<file path="src/rtl/serial_half_sub.sv">
// serial_half_sub: bit-serial unsigned subtractor, DIFF = A - B, LSB first.
// One difference bit per clock through a registered borrow flop, with a start/done
// handshake. Result and final borrow are registered and held until the next
// completion.
// Build option: define SERIAL_SUB_SAT_EN to clamp diff to 0 whenever a < b
// (saturating subtract). borrow_out still reports the borrow in that case.
module serial_half_sub #(
    parameter int WIDTH = 8
) (
    input  logic             clk,
    input  logic             rst_n,
    input  logic             start,
    input  logic [WIDTH-1:0] a,
    input  logic [WIDTH-1:0] b,
    output logic             busy,
    output logic             done,
    output logic [WIDTH-1:0] diff,
    output logic             borrow_out
);

    localparam int CNT_W = $clog2(WIDTH);
    localparam logic [CNT_W-1:0] CNT_LAST = CNT_W'(WIDTH - 1);

    typedef enum logic {
        IDLE = 1'b0,
        RUN  = 1'b1
    } state_t;

    state_t           state_q, state_d;
    logic [WIDTH-1:0] sha_q, sha_d;
    logic [WIDTH-1:0] shb_q, shb_d;
    logic [WIDTH-1:0] res_q, res_d;
    logic             br_q, br_d;
    logic [CNT_W-1:0] cnt_q, cnt_d;
    logic [WIDTH-1:0] diff_q, diff_d;
    logic             borrow_q, borrow_d;
    logic             done_q, done_d;

    // Current operand bits and the full-subtractor cell output for this cycle.
    logic bit_x, bit_y, bit_d, br_next;

`ifdef SERIAL_SUB_SAT_EN
    // Saturating finish: an underflowing result is clamped to zero.
    function automatic logic [WIDTH-1:0] sat_result(input logic [WIDTH-1:0] r,
                                                    input logic             bor);
        return bor ? '0 : r;
    endfunction
`endif

    // State register plus datapath registers; async reset clears everything.
    always_ff @(posedge clk or negedge rst_n) begin
        if (!rst_n) begin
            state_q  <= IDLE;
            sha_q    <= '0;
            shb_q    <= '0;
            res_q    <= '0;
            br_q     <= 1'b0;
            cnt_q    <= '0;
            diff_q   <= '0;
            borrow_q <= 1'b0;
            done_q   <= 1'b0;
        end else begin
            state_q  <= state_d;
            sha_q    <= sha_d;
            shb_q    <= shb_d;
            res_q    <= res_d;
            br_q     <= br_d;
            cnt_q    <= cnt_d;
            diff_q   <= diff_d;
            borrow_q <= borrow_d;
            done_q   <= done_d;
        end
    end

    // Next-state and datapath: capture on accepted start, one bit per RUN cycle.
    always_comb begin
        bit_x    = sha_q[0];
        bit_y    = shb_q[0];
        bit_d    = bit_x ^ bit_y ^ br_q;
        br_next  = (~bit_x & bit_y) | (~(bit_x ^ bit_y) & br_q);

        state_d  = state_q;
        sha_d    = sha_q;
        shb_d    = shb_q;
        res_d    = res_q;
        br_d     = br_q;
        cnt_d    = cnt_q;
        diff_d   = diff_q;
        borrow_d = borrow_q;
        done_d   = 1'b0;

        case (state_q)
            IDLE: begin
                if (start) begin
                    state_d = RUN;
                    sha_d   = a;
                    shb_d   = b;
                    br_d    = 1'b0;
                    cnt_d   = '0;
                end
            end
            RUN: begin
                sha_d = sha_q >> 1;
                shb_d = shb_q >> 1;
                res_d = {bit_d, res_q[WIDTH-1:1]};
                br_d  = br_next;
                cnt_d = cnt_q + CNT_W'(1);
                if (cnt_q == CNT_LAST) begin
                    state_d  = IDLE;
`ifdef SERIAL_SUB_SAT_EN
                    diff_d   = sat_result(res_d, br_next);
`else
                    diff_d   = res_d;
`endif
                    borrow_d = br_next;
                    done_d   = 1'b1;
                end
            end
            default: begin
                state_d = IDLE;
            end
        endcase
    end

    assign busy       = (state_q == RUN);
    assign done       = done_q;
    assign diff       = diff_q;
    assign borrow_out = borrow_q;

endmodule

</file>
<file path="config.mk">
export PLATFORM = sky130hd
export DESIGN_NAME = serial_half_sub
export DESIGN_NICKNAME = d
export VERILOG_FILES = /design/src/rtl/serial_half_sub.sv
export SDC_FILE = /design/constraint.sdc
export NUM_CORES = 1
export LEC_CHECK = 0
export CAP_MARGIN = 5
export CELL_PAD_IN_SITES_DETAIL_PLACEMENT = 1
export CELL_PAD_IN_SITES_GLOBAL_PLACEMENT = 1
export CORE_MARGIN = 3
export CORE_UTILIZATION = 47
export CTS_BUF_LIST = sky130_fd_sc_hd__clkbuf_8
export DETAILED_ROUTE_END_ITERATION = 12
export GPL_ROUTABILITY_DRIVEN = 0
export GPL_TIMING_DRIVEN = 0
export PLACE_DENSITY = 0.88
export RECOVER_POWER = 25
export SYNTH_ARGS = -nofsm -noshare
export SYNTH_HDL_FRONTEND = slang
export SYNTH_SLANG_ARGS = --single-unit
</file>
<file path="constraint.sdc">
create_clock -name clk -period 4.7 [get_ports clk]
set_clock_uncertainty 0.2 [all_clocks]
set_input_delay 0.94 -clock clk [delete_from_list [all_inputs] [get_ports clk]]
set_output_delay 0.94 -clock clk [all_outputs]
set_load 0.1 [all_outputs]
</file>
======== After elaboration in Yosys (flattened, before gate mapping) ========
Index checks and enable logic that the tools add are counted.
cells by class
  mux-type cells .......................... 13
  reductions and logical operators ........ 1
  equality and inequality tests ........... 2
  bitwise logic cells ..................... 8
  add/subtract/negate cells ............... 1
operator list
  cell                                                            number
  8-bit one-hot mux with 2 select lines                           2
  8-bit 2-to-1 mux                                                2
  3-bit one-hot mux with 2 select lines                           1
  1-bit 2-to-1 mux                                                5
  1-bit one-hot mux with 2 select lines                           2
  3-bit by 1-bit adder with 3-bit output (second input constant)  1
  3-bit equality test (second input constant)                     1
  3-bit 2-to-1 mux                                                1
  1-bit NOT                                                       3
  1-bit AND                                                       2
  2-bit != test (second input constant)                           1
  2-bit AND reduction                                             1
  1-bit bitwise XOR                                               2
  1-bit bitwise OR                                                1
word-level totals
  output and inout port bits .............. 11
  input port bits ......................... 19
  logic and storage cells ................. 34
  register bits ........................... 39

======== Logic depth before layout (Yosys ltp) ========
Gate-level depths: netlist of the first run.
  word-level depth ........................ 5
  depth in mapped cells ................... 4
  depth with buffers taken out ............ 4

======== Least setup slack after synthesis of the first run ========
No wires, ideal clock.
  path kind ............................... register to output
  start ................................... register state_q (netlist: busy)
  end ..................................... output busy
  slack ................................... 2.648 ns
  path buffers ............................ 0
  arrival ................................. 0.912 ns
  cell stages (with the launch flop) ...... 1
  path through ............................ dfrtp_1
RTL lines
  what                      line  RTL
  start: declaration        29    state_t state_q, state_d;
  start signal: assignment  63    state_q <= state_d;
  end: declaration          15    output logic busy,
No word-level cell between the ends.

======== Worst setup path after layout of the first run ========
  start ................................... register diff_q[3] (netlist: diff[3])
  end ..................................... output diff[3]
RTL lines
  what                      line  RTL
  start: declaration        35    logic [WIDTH-1:0] diff_q, diff_d;
  start signal: assignment  69    diff_q <= diff_d;
  end: declaration          17    output logic [WIDTH-1:0] diff,
No word-level cell between the ends.

==> flow_metrics.env, run 1 <==
export IMPL_cts_tree="yes"
export IMPL_critPathBufInv=1
export IMPL_vias_per_cell=5.04
export IMPL_cts_resized=0
export IMPL_grt_max_degree=39
export IMPL_netSwitchingFraction=0.455
export IMPL_power_density_nw_per_um2=784
export IMPL_first_pass_iters=4
export IMPL_grt_pass1_vias=1178
export IMPL_post_route_drc_count=0
export IMPL_critPathArrivalTime_ps=1810
export IMPL_internal_power_uw=876
export IMPL_grt_use_total=0.186
export IMPL_p_leak_nw=0.987
export IMPL_placed_area_um2=2010
export IMPL_worstMarginPinSlew_ps=975
export IMPL_tns_ps=0
export IMPL_wl_mm=3.33
export IMPL_setup_viol=0
export IMPL_critPathKind="reg2out"
export IMPL_hold_buffers=0
export IMPL_boundaryPins=30
export IMPL_nets=179
export IMPL_final_max_slew_viol_count=0
export IMPL_fin_cells=204
export IMPL_synthDistinctLibCells=19
export IMPL_slew_headroom=0.348
export IMPL_yosysTopAreaCell="dfrtp_1"
export IMPL_synth_top_area_share=0.568
export IMPL_max_stage_delay_ps=1150
export IMPL_yosysSeqAreaShare=0.568
export IMPL_die_width_um=65.7
export IMPL_avgSynthCellArea_um2=13.7
export IMPL_syn_inst=122
export IMPL_rows=21
export IMPL_pwr_share_seq=0.349
export IMPL_fin_crit_sh=0.628
export IMPL_antenna_left=0
export IMPL_die_area_um2=4310
export IMPL_path_clk_slew_ps=80
export IMPL_synth_seq_cells=38
export IMPL_cts_setup_buffers=0
export IMPL_io_buffer_count=28
export IMPL_crit_path_end_kind="output pin"
export IMPL_fmax_mhz=339
export IMPL_fillers=339
export IMPL_antennaDiodeCount=0
export IMPL_hold_class="reg2reg"
export IMPL_fp_coreArea_um2=3390
export IMPL_status="completed"
export IMPL_p_total_mw=1.61
export IMPL_post_drt_wl_per_cell_um=16.3
export IMPL_hp_start="shb_q[1]$_DFFE_PN0P_"
export IMPL_cts_root_buf="clkbuf_8"
export IMPL_final_area_um2=2050
export IMPL_reg2reg_from="cnt_q[0]$_DFFE_PN0P_"
export IMPL_critPathSlowestCell="clkdlybuf4s50_1"
export IMPL_cts_buffers=5
export IMPL_place_hpwl_mm=2.47
export IMPL_initial_core_util=0.494
export IMPL_grt_pass1_wl_mm=5.77
export IMPL_cpLargestDelayFamily="buffers and inverters"
export IMPL_drt_iter0_markers=35
export IMPL_grt_overflow_total=0
export IMPL_rsz0062_at_grt="no"
export IMPL_cp_depth=1
export IMPL_clkSinkCount=38
export IMPL_critPathLaunchType="flip-flop"
export IMPL_switching_power_uw=731
export IMPL_ir_worst_vdd_mv=0.263
export IMPL_clockBufferDepth=2
export IMPL_combPwrFrac=0.508
export IMPL_die_h_um=65.7
export IMPL_vias=1028
export IMPL_cts_htree_levels=2
export IMPL_ys_top_cells_by_area="dfrtp_1 57%, mux2_4 13%, mux2i_1 10%, nand2_1 3.1%, o21ai_1 2.4%"
export IMPL_cp_max_fo=2
export IMPL_dp_cells=196
export IMPL_pwr_share_clk=0.144
export IMPL_area_growth_pct=22.5
export IMPL_cp_startpoint="diff[3]$_DFFE_PN0P_"
export IMPL_yosysWarnings=0
export IMPL_maxCapViolCount=0
export IMPL_fin_crit_ps=2950
export IMPL_hold_viol_final=0
export IMPL_r2r_worst_path_cells=4
export IMPL_netlist_area_um2=1670
export IMPL_critical_path_required_ps=3560
export IMPL_hold_depth=2
export IMPL_layout_drive_gt1_share=0.152
export IMPL_clk_latency_ps=290
export IMPL_final_util=0.605
export IMPL_crit_chain="clkdlybuf4s50_1"
export IMPL_antenna_found_initial=0
export IMPL_syn_nets=144
[cell usage after synthesis]
master and instances:
mux2_4 14, ha_1 2, buf_12 1, mux2i_1 17, dfrtp_1 38, fa_1 1
o21ai_0 6, clkbuf_2 1, a22o_1 3, inv_1 4, nand2_1 14, a21oi_1 1
buf_2 2, nor2_1 3, nand2b_1 1, mux2_2 2, buf_6 3, o21ai_1 8
nand2_8 1
[state kept, by name, indices dropped and copies added, names as in the netlist]
| register | count |
|---|---|
| busy | 1 |
| borrow_out | 1 |
| diff | 8 |
| sha_q | 8 |
| done | 1 |
| shb_q | 8 |
| res_q | 7 |
| cnt_q | 3 |
| br_q | 1 |
[worst min-delay path: stages, from the launching register on]
cell and delay (ps):
dfrtp_1 340, nand2_1 50, o21ai_0 60
[power groups by stage]
stage                     combinational (mW)  sequential, mW  clock, mW
after floorplan                        0.368           0.869          0
after global placement                 0.847           0.556          0
after detailed placement               0.886           0.571          0
after CTS                              0.890           0.566      0.235
after global routing                   0.874           0.583      0.253
final                                  0.816           0.561      0.231
[final timing paths]
kind                                        endpoint  slack [ps]
worst max-delay path                         diff[3]        1750
worst min-delay path            shb_q[0]$_DFFE_PN0P_         290
worst max register to register   diff[6]$_DFFE_PN0P_        2770
worst min register to register  shb_q[0]$_DFFE_PN0P_         290
max in group asynchronous             busy$_DFF_PN0_        3210
min in group asynchronous       res_q[6]$_DFFE_PN0P_         550
[final cells by class]
class	instances	area [um2]	area share
multi-input combinational	73	608	0.297
sequential	38	951	0.464
tap	46	57.6	0.0281
buffer	7	52.6	0.0256
inverter	4	15.0	0.00732
clock inverter	2	8.76	0.00427
timing repair buffer	28	275	0.134
clock buffer	6	82.6	0.0403
[layer usage]
metal  track usage  up-vias  wire length, um
met1         0.218      510             1400
li1              -      487                -
met2         0.314       26             1700
met3        0.0701        5              176
met4        0.0544        0               40
met5             0        -                0
[cell usage in the layout (no fill, tap or decap), types with 3 or more instances in the layout]
cell             count
mux2_1               4
nor2_1               3
dfrtp_1             38
mux2_4              10
clkbuf_1             3
a22o_1               3
inv_1                5
clkbuf_8             6
mux2i_1             17
nand2_1             15
clkdlybuf4s50_1     25
o21ai_0             12
[metrics by stage]
step / worst slack (ps) / hold WS, ps
after floorplan: 2650 / 249
after global placement: 1660 / 264
after detailed placement: 2050 / 279
after CTS: 1720 / 296
after global routing: 1700 / 334
final: 1750 / 294
[cells by family after synthesis]
logic type                 Yosys count  share of synthesized area
DFF                                 38                      0.568
muxes                               33                      0.241
and+or+nand+nor                     19                     0.0538
AOI/OAI and AO/OA                   18                     0.0605
buffers and inverters               11                     0.0501
adders and majority gates            3                     0.0269
(Power assumes the default switching activity.)
==> run 2, diff against run 1 <==
--- a/config.mk
+++ b/config.mk
@@ -9,12 +9,12 @@
 export CELL_PAD_IN_SITES_DETAIL_PLACEMENT = 1
 export CELL_PAD_IN_SITES_GLOBAL_PLACEMENT = 1
 export CORE_MARGIN = 3
-export CORE_UTILIZATION = 47
+export CORE_UTILIZATION = 39
 export CTS_BUF_LIST = sky130_fd_sc_hd__clkbuf_8
 export DETAILED_ROUTE_END_ITERATION = 12
 export GPL_ROUTABILITY_DRIVEN = 0
 export GPL_TIMING_DRIVEN = 0
-export PLACE_DENSITY = 0.88
+export PLACE_DENSITY = 0.79
 export RECOVER_POWER = 25
 export SYNTH_ARGS = -nofsm -noshare
 export SYNTH_HDL_FRONTEND = slang
==> constraint.sdc (replaced) <==
create_clock -name clk -period 2.5 [get_ports clk]
set_clock_uncertainty 0.2 [all_clocks]
set_input_delay 0.5 -clock clk [delete_from_list [all_inputs] [get_ports clk]]
set_output_delay 0.5 -clock clk [all_outputs]
set_load 0.1 [all_outputs]
==> flow_metrics.env, run 2 (synthesis results as in run 1) <==
export IMPL_dp_slack_ps=315
export IMPL_grt_overflow_total=0
export IMPL_hold_class="in2async"
export IMPL_grt_pass1_vias=1244
export IMPL_hold_viol_final=0
export IMPL_crit_path_end_kind="output pin"
export IMPL_die_h_um=71.5
export IMPL_critPathLaunchType="flip-flop"
export IMPL_cts_tree="yes"
export IMPL_p_leak_nw=1.10
export IMPL_status="completed"
export IMPL_vias=1031
export IMPL_gr_usage_met2=0.253
export IMPL_path_clk_slew_ps=80
export IMPL_rsz0062_at_grt="no"
export IMPL_cts_buffers=5
export IMPL_post_route_drc_count=0
export IMPL_antennaDiodeCount=0
export IMPL_critPathArrivalTime_ps=1740
export IMPL_clk_latency_ps=290
export IMPL_antenna_found_initial=0
export IMPL_vias_per_cell=4.96
export IMPL_rows=23
export IMPL_grt_use_total=0.148
export IMPL_boundaryPins=30
export IMPL_critPathKind="reg2out"
export IMPL_fmax_mhz=410
export IMPL_clkSinkCount=38
export IMPL_r2r_worst_path_cells=4
export IMPL_cts_root_buf="clkbuf_8"
export IMPL_layout_drive_gt1_share=0.209
export IMPL_drt_iter0_markers=33
export IMPL_fin_crit_ps=2440
export IMPL_post_drt_wl_per_cell_um=15.6
export IMPL_final_max_slew_viol_count=0
export IMPL_worstMarginPinSlew_ps=969
export IMPL_final_cell_mix="38 x dfrtp_1, 17 x mux2i_1, 17 x clkdlybuf4s50_1, 14 x mux2_4, 14 x nand2_1"
export IMPL_cpLargestDelayFamily="buffers and inverters"
export IMPL_antenna_left=0
export IMPL_first_pass_iters=4
export IMPL_busiest_layer="met2"
export IMPL_place_hpwl_mm=2.36
export IMPL_fin_hold_ws_ps=142
export IMPL_cts_htree_levels=2
export IMPL_setup_viol=0
export IMPL_layout_commonest_cell="dfrtp_1"
export IMPL_use_met3=0.0575
export IMPL_power_density_nw_per_um2=1530
export IMPL_crit_chain="clkdlybuf4s50_1"
export IMPL_fillers=402
export IMPL_clockBufferDepth=2
export IMPL_fin_crit_sh=0.975
export IMPL_grt_pass1_wl_mm=5.69
export IMPL_tns_ps=0
export IMPL_area_growth_pct=29.1
export IMPL_slew_headroom=0.353
export IMPL_nets=179
export IMPL_critPathSlowestCell="clkdlybuf4s50_1"
export IMPL_setup_slack_ps=61.8
export IMPL_io_buffer_count=28
export IMPL_grt_max_degree=39
export IMPL_hold_buffers=0
export IMPL_critical_path_required_ps=1800
export IMPL_cp_depth=1
export IMPL_critPathBufInv=1
export IMPL_ir_worst_vdd_mv=0.412
export IMPL_wl_mm=3.24
export IMPL_die_width_um=71.5
export IMPL_max_stage_delay_ps=1120
export IMPL_maxCapViolCount=0
export IMPL_initial_core_util=0.413
export IMPL_met1_usage=0.162
export IMPL_fp_coreArea_um2=4060
export IMPL_cts_setup_buffers=0
export IMPL_die_area_um2=5110
export IMPL_cp_max_fo=1
run 2: final timing paths:
check                      slack, ps                    to                  from
setup / recovery                  60                  done        done$_DFF_PN0_
hold / removal                   140   diff[5]$_DFFE_PN0P_                 rst_n
setup reg to reg                 840   diff[4]$_DFFE_PN0P_  cnt_q[0]$_DFFE_PN0P_
hold reg to reg                  290  shb_q[2]$_DFFE_PN0P_  shb_q[3]$_DFFE_PN0P_
max in group asynchronous       1370  shb_q[3]$_DFFE_PN0P_                 rst_n
min in group clk                 290  shb_q[2]$_DFFE_PN0P_  shb_q[3]$_DFFE_PN0P_
run 2: worst reg2reg max path: cells and delay by family, from the launching register on:
kind	cells	cell delay (ps)
flip-flops	1	400
adder cells (fa/ha/maj)	2	470
multiplexers	1	310
AND/OR/NAND/NOR	1	160
run 2: what timing repair did:
item | in CTS | in global routing
endpoints found under the setup margin | 5 | 5
gates resized for setup | 5 | 5
gates cloned | 0 | 0
run 2: layout make-up:
type | count | area, um2 | area share
well taps | 50 | 62.6 | 0.0290
repair buffers | 28 | 282 | 0.130
plain buffers | 7 | 68.8 | 0.0318
inverters | 4 | 15.0 | 0.00695
flip-flops and latches | 38 | 951 | 0.440
multi-input cells | 73 | 639 | 0.296
clock buffers | 6 | 82.6 | 0.0382
clock inverters | 2 | 60.1 | 0.0278
run 2: power breakdown:
group / internal (mW) / switching (mW)
sequential: 0.886 / 0.164
combinational: 0.597 / 1.01
clock: 0.426 / 0.213
run 2: through the flow:
step                      utilization  cells  instance area [um2]  total power, mW
after global routing            0.533    208                 2160             3.50
after detailed placement        0.496    200                 2010             2.73
after global placement          0.497    200                 2020             2.64
final                           0.533    208                 2160             3.30
after floorplan                     -    122                 1670             2.33
after CTS                       0.529    208                 2150             3.36
run 2: layer usage:
layer	up-vias	wire, um
met5	-	0
met4	0	44
met3	4	163
met2	28	1690
met1	515	1340
li1	484	-
